===== src/rtl/dram_arbiter.sv =====
// Two-way arbiter for the single-port 32K x 8 bitmap DRAM.
// Latency: grant is combinational in the issue cycle; result/done pulse 3 cycles after issue.
// Backpressure: video has priority; the CPU is guaranteed a slot after MAX_VID_RUN video grants.
//
// Ports:
//   clk, reset_n                        clock, asynchronous active-low reset
//   vid_req/vid_addr -> vid_ack         video read request, combinational accept
//   vid_valid/vid_data                  one-cycle result pulse, data held until next result
//   cpu_req/cpu_we/cpu_addr/cpu_din     CPU access request (read or write)
//   cpu_gnt                             combinational grant, operands sampled this cycle
//   cpu_done/cpu_dout                   one-cycle completion pulse, read data
//   ram_we/ram_addr/ram_din/ram_dout    registered interface to the DRAM macro
module dram_arbiter #(
  parameter int unsigned MAX_VID_RUN = 4
) (
  input  logic        clk,
  input  logic        reset_n,
  // video fetch path
  input  logic        vid_req,
  input  logic [14:0] vid_addr,
  output logic        vid_ack,
  output logic        vid_valid,
  output logic [7:0]  vid_data,
  // CPU bus interface
  input  logic        cpu_req,
  input  logic        cpu_we,
  input  logic [14:0] cpu_addr,
  input  logic [7:0]  cpu_din,
  output logic        cpu_gnt,
  output logic        cpu_done,
  output logic [7:0]  cpu_dout,
  // DRAM macro
  output logic        ram_we,
  output logic [14:0] ram_addr,
  output logic [7:0]  ram_din,
  input  logic [7:0]  ram_dout
);

  localparam logic [3:0] MAX_RUN = 4'(MAX_VID_RUN);

  // What kind of access occupies each pipeline stage.
  typedef enum logic [1:0] {
    TAG_NONE   = 2'd0,
    TAG_VID    = 2'd1,
    TAG_CPU_RD = 2'd2,
    TAG_CPU_WR = 2'd3
  } tag_e;

  // Issue stage registers (drive the RAM directly)
  logic        ram_we_q,   ram_we_d;
  logic [14:0] ram_addr_q, ram_addr_d;
  logic [7:0]  ram_din_q,  ram_din_d;

  // Pipeline tags: stage1 = RAM sampling address, stage2 = RAM data valid
  tag_e        tag1_q, tag1_d;
  tag_e        tag2_q;

  // Result registers
  logic        vid_valid_q, vid_valid_d;
  logic [7:0]  vid_data_q,  vid_data_d;
  logic        cpu_done_q,  cpu_done_d;
  logic [7:0]  cpu_dout_q,  cpu_dout_d;

  // Arbitration state
  logic [3:0]  run_cnt_q, run_cnt_d;
  logic        cpu_busy_q, cpu_busy_d;

  // Combinational grant
  logic        cpu_wait;
  logic        gnt_cpu;
  logic        gnt_vid;

  // ---------------------------------------------------------------------------
  // Grant decision
  // ---------------------------------------------------------------------------
  // Grants are qualified by reset_n so that no requester sees an accept while
  // the pipeline is held in reset; the flops ignore them anyway.
  always_comb begin
    cpu_wait = cpu_req & ~cpu_busy_q;
    gnt_cpu  = 1'b0;
    gnt_vid  = 1'b0;
    if (reset_n) begin
      if (cpu_wait && (!vid_req || (run_cnt_q == MAX_RUN))) begin
        gnt_cpu = 1'b1;
      end else if (vid_req) begin
        gnt_vid = 1'b1;
      end
    end
  end

  assign vid_ack = gnt_vid;
  assign cpu_gnt = gnt_cpu;

  // ---------------------------------------------------------------------------
  // Starvation counter and CPU busy flag
  // ---------------------------------------------------------------------------
  always_comb begin
    run_cnt_d = run_cnt_q;
    if (gnt_cpu || !cpu_wait) begin
      run_cnt_d = 4'd0;
    end else if (gnt_vid && (run_cnt_q != MAX_RUN)) begin
      run_cnt_d = run_cnt_q + 4'd1;
    end
  end

  // Busy drops on the edge that raises cpu_done, so a request standing in
  // the done cycle is already eligible for a fresh grant.
  always_comb begin
    cpu_busy_d = cpu_busy_q;
    if (gnt_cpu) begin
      cpu_busy_d = 1'b1;
    end else if ((tag2_q == TAG_CPU_RD) || (tag2_q == TAG_CPU_WR)) begin
      cpu_busy_d = 1'b0;
    end
  end

  // ---------------------------------------------------------------------------
  // Issue stage: load RAM controls from the winner
  // ---------------------------------------------------------------------------
  always_comb begin
    ram_we_d   = gnt_cpu & cpu_we;
    ram_addr_d = ram_addr_q;
    ram_din_d  = ram_din_q;
    tag1_d     = TAG_NONE;
    if (gnt_cpu) begin
      ram_addr_d = cpu_addr;
      ram_din_d  = cpu_din;
      tag1_d     = cpu_we ? TAG_CPU_WR : TAG_CPU_RD;
    end else if (gnt_vid) begin
      // Video never writes, so the write data register is left alone.
      ram_addr_d = vid_addr;
      tag1_d     = TAG_VID;
    end
  end

  // ---------------------------------------------------------------------------
  // Result stage: route registered RAM data to its owner
  // ---------------------------------------------------------------------------
  always_comb begin
    vid_valid_d = (tag2_q == TAG_VID);
    vid_data_d  = vid_data_q;
    cpu_done_d  = (tag2_q == TAG_CPU_RD) || (tag2_q == TAG_CPU_WR);
    cpu_dout_d  = cpu_dout_q;
    if (tag2_q == TAG_VID) begin
      vid_data_d = ram_dout;
    end
    // A write completes with a done pulse but leaves the read data untouched.
    if (tag2_q == TAG_CPU_RD) begin
      cpu_dout_d = ram_dout;
    end
  end

  // ---------------------------------------------------------------------------
  // State registers
  // ---------------------------------------------------------------------------
  always_ff @(posedge clk or negedge reset_n) begin
    if (!reset_n) begin
      ram_we_q    <= 1'b0;
      ram_addr_q  <= 15'd0;
      ram_din_q   <= 8'd0;
      tag1_q      <= TAG_NONE;
      tag2_q      <= TAG_NONE;
      vid_valid_q <= 1'b0;
      vid_data_q  <= 8'd0;
      cpu_done_q  <= 1'b0;
      cpu_dout_q  <= 8'd0;
      run_cnt_q   <= 4'd0;
      cpu_busy_q  <= 1'b0;
    end else begin
      ram_we_q    <= ram_we_d;
      ram_addr_q  <= ram_addr_d;
      ram_din_q   <= ram_din_d;
      tag1_q      <= tag1_d;
      tag2_q      <= tag1_q;
      vid_valid_q <= vid_valid_d;
      vid_data_q  <= vid_data_d;
      cpu_done_q  <= cpu_done_d;
      cpu_dout_q  <= cpu_dout_d;
      run_cnt_q   <= run_cnt_d;
      cpu_busy_q  <= cpu_busy_d;
    end
  end

  assign ram_we    = ram_we_q;
  assign ram_addr  = ram_addr_q;
  assign ram_din   = ram_din_q;
  assign vid_valid = vid_valid_q;
  assign vid_data  = vid_data_q;
  assign cpu_done  = cpu_done_q;
  assign cpu_dout  = cpu_dout_q;

endmodule

===== config.mk =====
export PLATFORM = sky130hd
export DESIGN_NAME = dram_arbiter
export DESIGN_NICKNAME = d
export VERILOG_FILES = /design/src/rtl/dram_arbiter.sv
export SDC_FILE = /design/constraint.sdc
export NUM_CORES = 1
export LEC_CHECK = 0
export ABC_AREA = 1
export BUFFER_PORTS_ARGS = -buffer_cell sky130_fd_sc_hd__buf_2
export CORE_UTILIZATION = 30
export DETAILED_ROUTE_END_ITERATION = 7
export PLACE_DENSITY = 0.53
export RECOVER_POWER = 100
export SLEW_MARGIN = 15
export SYNTH_ARGS = -nofsm -noshare
export SYNTH_HDL_FRONTEND = slang
export SYNTH_SLANG_ARGS = --single-unit

===== constraint.sdc =====
create_clock -name clk -period 2.9 [get_ports clk]
set_input_delay 0.58 -clock clk [delete_from_list [all_inputs] [get_ports clk]]
set_output_delay 0.58 -clock clk [all_outputs]
set_load 0.01 [all_outputs]

# Yosys cells after proc, flatten, opt, wreduce, memory -nomap -nowiden
# Index checks and enable logic that the tools add are counted.
word_totals:
  out_inout_bits: 44
  regBits: 51
  wordCells: 44
  input_bits: 51
classes:
  muxes: 14
  reduce_logical: 10
  n_bitwise: 3
  n_eq_ne: 5
  n_addsub: 1
ops:
  columns: ["op", "n"]
  rows:
  - ["2-to-1 mux 15 bit", 2]
  - ["2-to-1 mux 1 bit", 9]
  - ["2-to-1 mux 4 bit", 2]
  - ["nonzero test 2 bit", 3]
  - ["adder 4 x 1 -> 4 bit (second input constant)", 1]
  - ["equality test 2 bit (second input constant)", 2]
  - ["equality test 4 x 3 -> 1 bit (second input constant)", 1]
  - ["inequality test 4 x 3 -> 1 bit (second input constant)", 1]
  - ["logical OR 1 bit", 3]
  - ["bitwise AND 1 bit", 2]
  - ["equality test 2 x 1 -> 1 bit (second input constant)", 1]
  - ["logical AND 1 bit", 2]
  - ["zero test 1 bit", 2]
  - ["2-to-1 mux 2 bit", 1]
  - ["inverter 1 bit", 1]

# Logic depth before layout (Yosys ltp)
depth:
  depth_word: 8
  mapped_depth: 9
  mapped_depth_nobuf: 8

# Least setup slack after synthesis
# Ideal clock, no wire load.
synth_path:
  path_type: "reg2out"
  from: "reg run_cnt_q[0]"
  to: "out cpu_gnt"
  slack_ps: 1192
  arrival_time_ps: 1128
  required_ps: 2320
  path_buffers: 0
  stages_incl_launch_ff: 7
  path_cell_list: "dfrtp_1 -> inv_1 -> ha_1 -> nand3_2 -> nand2_4 -> nand3_4 -> clkinv_1"
synth_between:
  elab_chain_cells: 5
synth_rtl:
  columns: ["item", "line", "text"]
  rows:
  - ["from (decl)", "65", "logic [3:0] run_cnt_q, run_cnt_d;"]
  - ["from (signal assigned)", "179", "run_cnt_q <= run_cnt_d;"]
  - ["equality test 4 x 3 -> 1 bit", "83", "if (cpu_wait && (!vid_req || (run_cnt_q == MAX_RUN))) begin"]
  - ["logical OR 1 bit", "83", null]
  - ["logical AND 1 bit", "83", null]
  - ["2-to-1 mux 1 bit", "83", null]
  - ["2-to-1 mux 1 bit", "82", "if (reset_n) begin"]
  - ["to (decl)", "29", "output logic cpu_gnt,"]
# No other way between the ends.

# Worst setup path after layout
# Same ends and word-level chain as after synthesis.

==> impl_metrics.py <==
metrics = {
    "layout": {
        "area_growth_syn_to_layout_pct": 22.87,
        "diodes": 0,
        "layout-drive-gt1-share_pct": 17.34,
        "num-fill-cells": 829,
        "fin_util_pct": 38.68,
        "finalNonFillerCells": 468,
        "nets": 421,
    },
    "power": {
        "p_leak_nw": 1.583,
        "p_total_mw": 2.053,
        "power_density_mw_per_mm2": 720.5,
        "vdd_drop_max_uv": 292.8,
    },
    "outcome": {
        "status": "finished, final reports clean",
    },
    "synthesis": {
        "synth_cell_type_count": 23,
        "ys_warn_count": 0,
        "synth_seq_area_share_pct": 55.02,
        "synth_top_family_by_area": "simple AND/OR/NAND/NOR gates",
        "syn_area_per_cell_sq_um": 8.344,
        "synth_xor_area_share_pct": 0.7551,
        "yosys.area_share.simple_pct": 29.50,
        "synth_area_sq_mm": 0.002320,
        "yosys.area_share.adder_pct": 1.079,
        "syn_nets": 331,
        "synth_compound_area_share_pct": 3.883,
        "yosys-mux-area-fraction_pct": 0,
        "syn_inst": 278,
        "synth_seq_cells": 51,
    },
    "sta": {
        "rsz0062_at_grt": "false",
        "skew_ps": 3.536,
        "slew_headroom_pct": 10.29,
        "final.setup.worst_slack_ps": 422.9,
        "max_freq_ghz": 0.4037,
        "fin_crit_ps": 2477,
        "hold_viol": 0,
        "slew_violations": 0,
        "setup_viol": 0,
        "tightestPinTransition_ps": 1346,
        "setup_tns_ps": 0,
        "finalCritPeriodShare_pct": 85.42,
    },
    "setup_path": {
        "cp_max_fo": 18,
        "slowest_stage": "dfrtp_1",
        "max_stage_delay_ps": 410,
        "crit_type": "reg2out",
        "critPathCaptureType": "output pin",
        "crit_top_cell": "nand3_1",
        "crit_family": "buffers and inverters",
        "cp.required_ps": 2320,
        "path_cells": "inv_1, ha_1, nand3_1, nand2_4, nand3_1, clkinv_1, clkbuf_1",
        "reg2regPathDepth": 7,
        "worstSetupStartpointType": "flop",
        "r2r_end": "tag1_q[0]$_DFF_PN0_",
        "worst_ep_arrival_time_ps": 1900,
        "rrSetupSlack_ps": 700,
        "crit_buf_inv": 3,
        "r2r_start": "run_cnt_q[1]$_DFFE_PN0P_",
    },
    "job": {
        "drv_cap": 0,
    },
    "drt": {
        "drtIter0Drc": 113,
        "postRouteAntennaNets": 0,
        "via_per_inst": 4.318,
        "drc": 0,
        "totalWireLength_microns": 5328,
        "dr.pass1.iters": 4,
        "vias": 2021,
        "wl_per_cell_microns": 11.38,
    },
    "clocking": {
        "cts_tree": "yes",
        "ctsResizeCount": 0,
        "cts_hold_buf": 0,
        "clk_pin_slew_ps": 90,
        "cts.sinks": 51,
        "clk_latency_ps": 290,
        "cts_buffers": 5,
        "clockBufferDepth": 2,
        "root_buffer": "clkbuf_8",
        "cts_max_level": 2,
        "postCtsSetupBuffers": 0,
    },
    "global_routing": {
        "grtUsageTotal_pct": 13.76,
        "grt_max_degree": 59,
        "grt_pass1_vias": 1878,
        "grt-ovfl-total": 0,
        "grt_pass1_wl_microns": 8970,
        "grt_antenna_before_repair": 0,
    },
    "floorplanning": {
        "die_h_microns": 89.94,
        "die_w_microns": 89.94,
        "dieArea_sq_mm": 0.008088,
        "io_pins": 95,
        "initial_core_util_pct": 31.48,
        "coreArea_sq_mm": 0.007370,
        "fp-row-count": 31,
    },
    "hold_path": {
        "hp-class": "in2async",
    },
    "placement": {
        "io_buffers": 94,
        "placedCellCount": 460,
        "routabilityCongestion": 0.7435,
        "dp_slack_ps": 454.7,
        "hpwl_microns": 3651,
    },
}
per-stage QoR:
stage / hold WS [ps] / cell area [sq um]
after detailed placement: 334.7 / 2845
final: 166.0 / 2850
after global routing: 167.3 / 2850
after floorplan: 284.4 / 2320
after global placement: 332.6 / 2845
after CTS: 170.2 / 2927
cell usage after synthesis, drive strengths merged:
cell    number  share of area (%)
xnor2        1               0.38
clkbuf       3               0.49
inv         35                5.7
nor2         6                1.1
dfrtp       51                 55
xor2         1               0.38
buf         11                3.5
o21ai       18                3.9
clkinv       1               0.16
nand2      111                 18
nand3       18                4.6
ha           2                1.1
nand4       20                5.4
cells by family after synthesis:
family                   after synthesis
buffers and inverters                 50
AO/OA/AOI/OAI                         18
XOR/XNOR                               2
adder cells (fa/ha/maj)                2
AND/OR/NAND/NOR                      155
flip-flops                            51
where the power goes:
group          leakage (nW)  switching (mW)  internal, mW
Clock                0.0422           0.216         0.170
Combinational         0.904           0.394         0.225
Sequential            0.637           0.119         0.930
Total                  1.58           0.729          1.32
flip-flops by register name, summed over array words and instances, names as in the netlist:
name / cells
ram_we: 1
cpu_dout: 8
tag2_q: 2
ram_addr: 15
vid_valid: 1
cpu_done: 1
ram_din: 8
cpu_busy_q: 1
run_cnt_q: 4
vid_data: 8
tag1_q: 2
layer usage:
layer	track usage [%]	wire length (microns)	share of wire [%]
met1	18.90	2536	48
met2	21.35	2436	46
met3	3.723	302	5.7
met4	3.898	53	0.99
met5	0	0	0
final cells by class:
class	count	area [sq um]	share of cell area, %
Clock inverter	1	5.005	0.1756
Inverter	36	135.1	4.741
Timing Repair Buffer	97	434.2	15.23
Sequential cell	51	1276	44.78
Clock buffer	7	76.32	2.678
Multi-Input combinational cell	177	799.5	28.05
Tap cell	99	123.9	4.346
placed cells by master (no fill, tap or decap):
| cell type | count |
|---|---|
| nand3_1 | 18 |
| nor2_1 | 5 |
| ha_1 | 2 |
| o21ai_0 | 18 |
| clkbuf_1 | 45 |
| nand2_1 | 109 |
| xnor2_1 | 1 |
| clkbuf_2 | 2 |
| clkbuf_8 | 5 |
| nand2_2 | 1 |
| clkinv_1 | 1 |
| buf_4 | 1 |
| clkinv_2 | 1 |
| nor2_2 | 1 |
| xor2_1 | 1 |
| nand4_1 | 20 |
| dfrtp_1 | 51 |
| inv_1 | 34 |
| inv_2 | 1 |
| buf_2 | 51 |
| nand2_4 | 1 |
worst max path at each step:
stage | from | to | slack [ps] | depth (start not counted)
6_report | run_cnt_q[0]$_DFFE_PN0P_ | cpu_gnt | 420 | 7
5_1_grt | run_cnt_q[0]$_DFFE_PN0P_ | cpu_gnt | 250 | 7
4_1_cts | run_cnt_q[0]$_DFFE_PN0P_ | cpu_gnt | 440 | 7
3_5_place_dp | reset_n | vid_ack | 450 | 6
3_3_place_gp | reset_n | vid_ack | 500 | 6
2_1_floorplan | run_cnt_q[0]$_DFFE_PN0P_ | cpu_gnt | 1190 | 6
No activity file was read; power rests on OpenSTA's default activity.
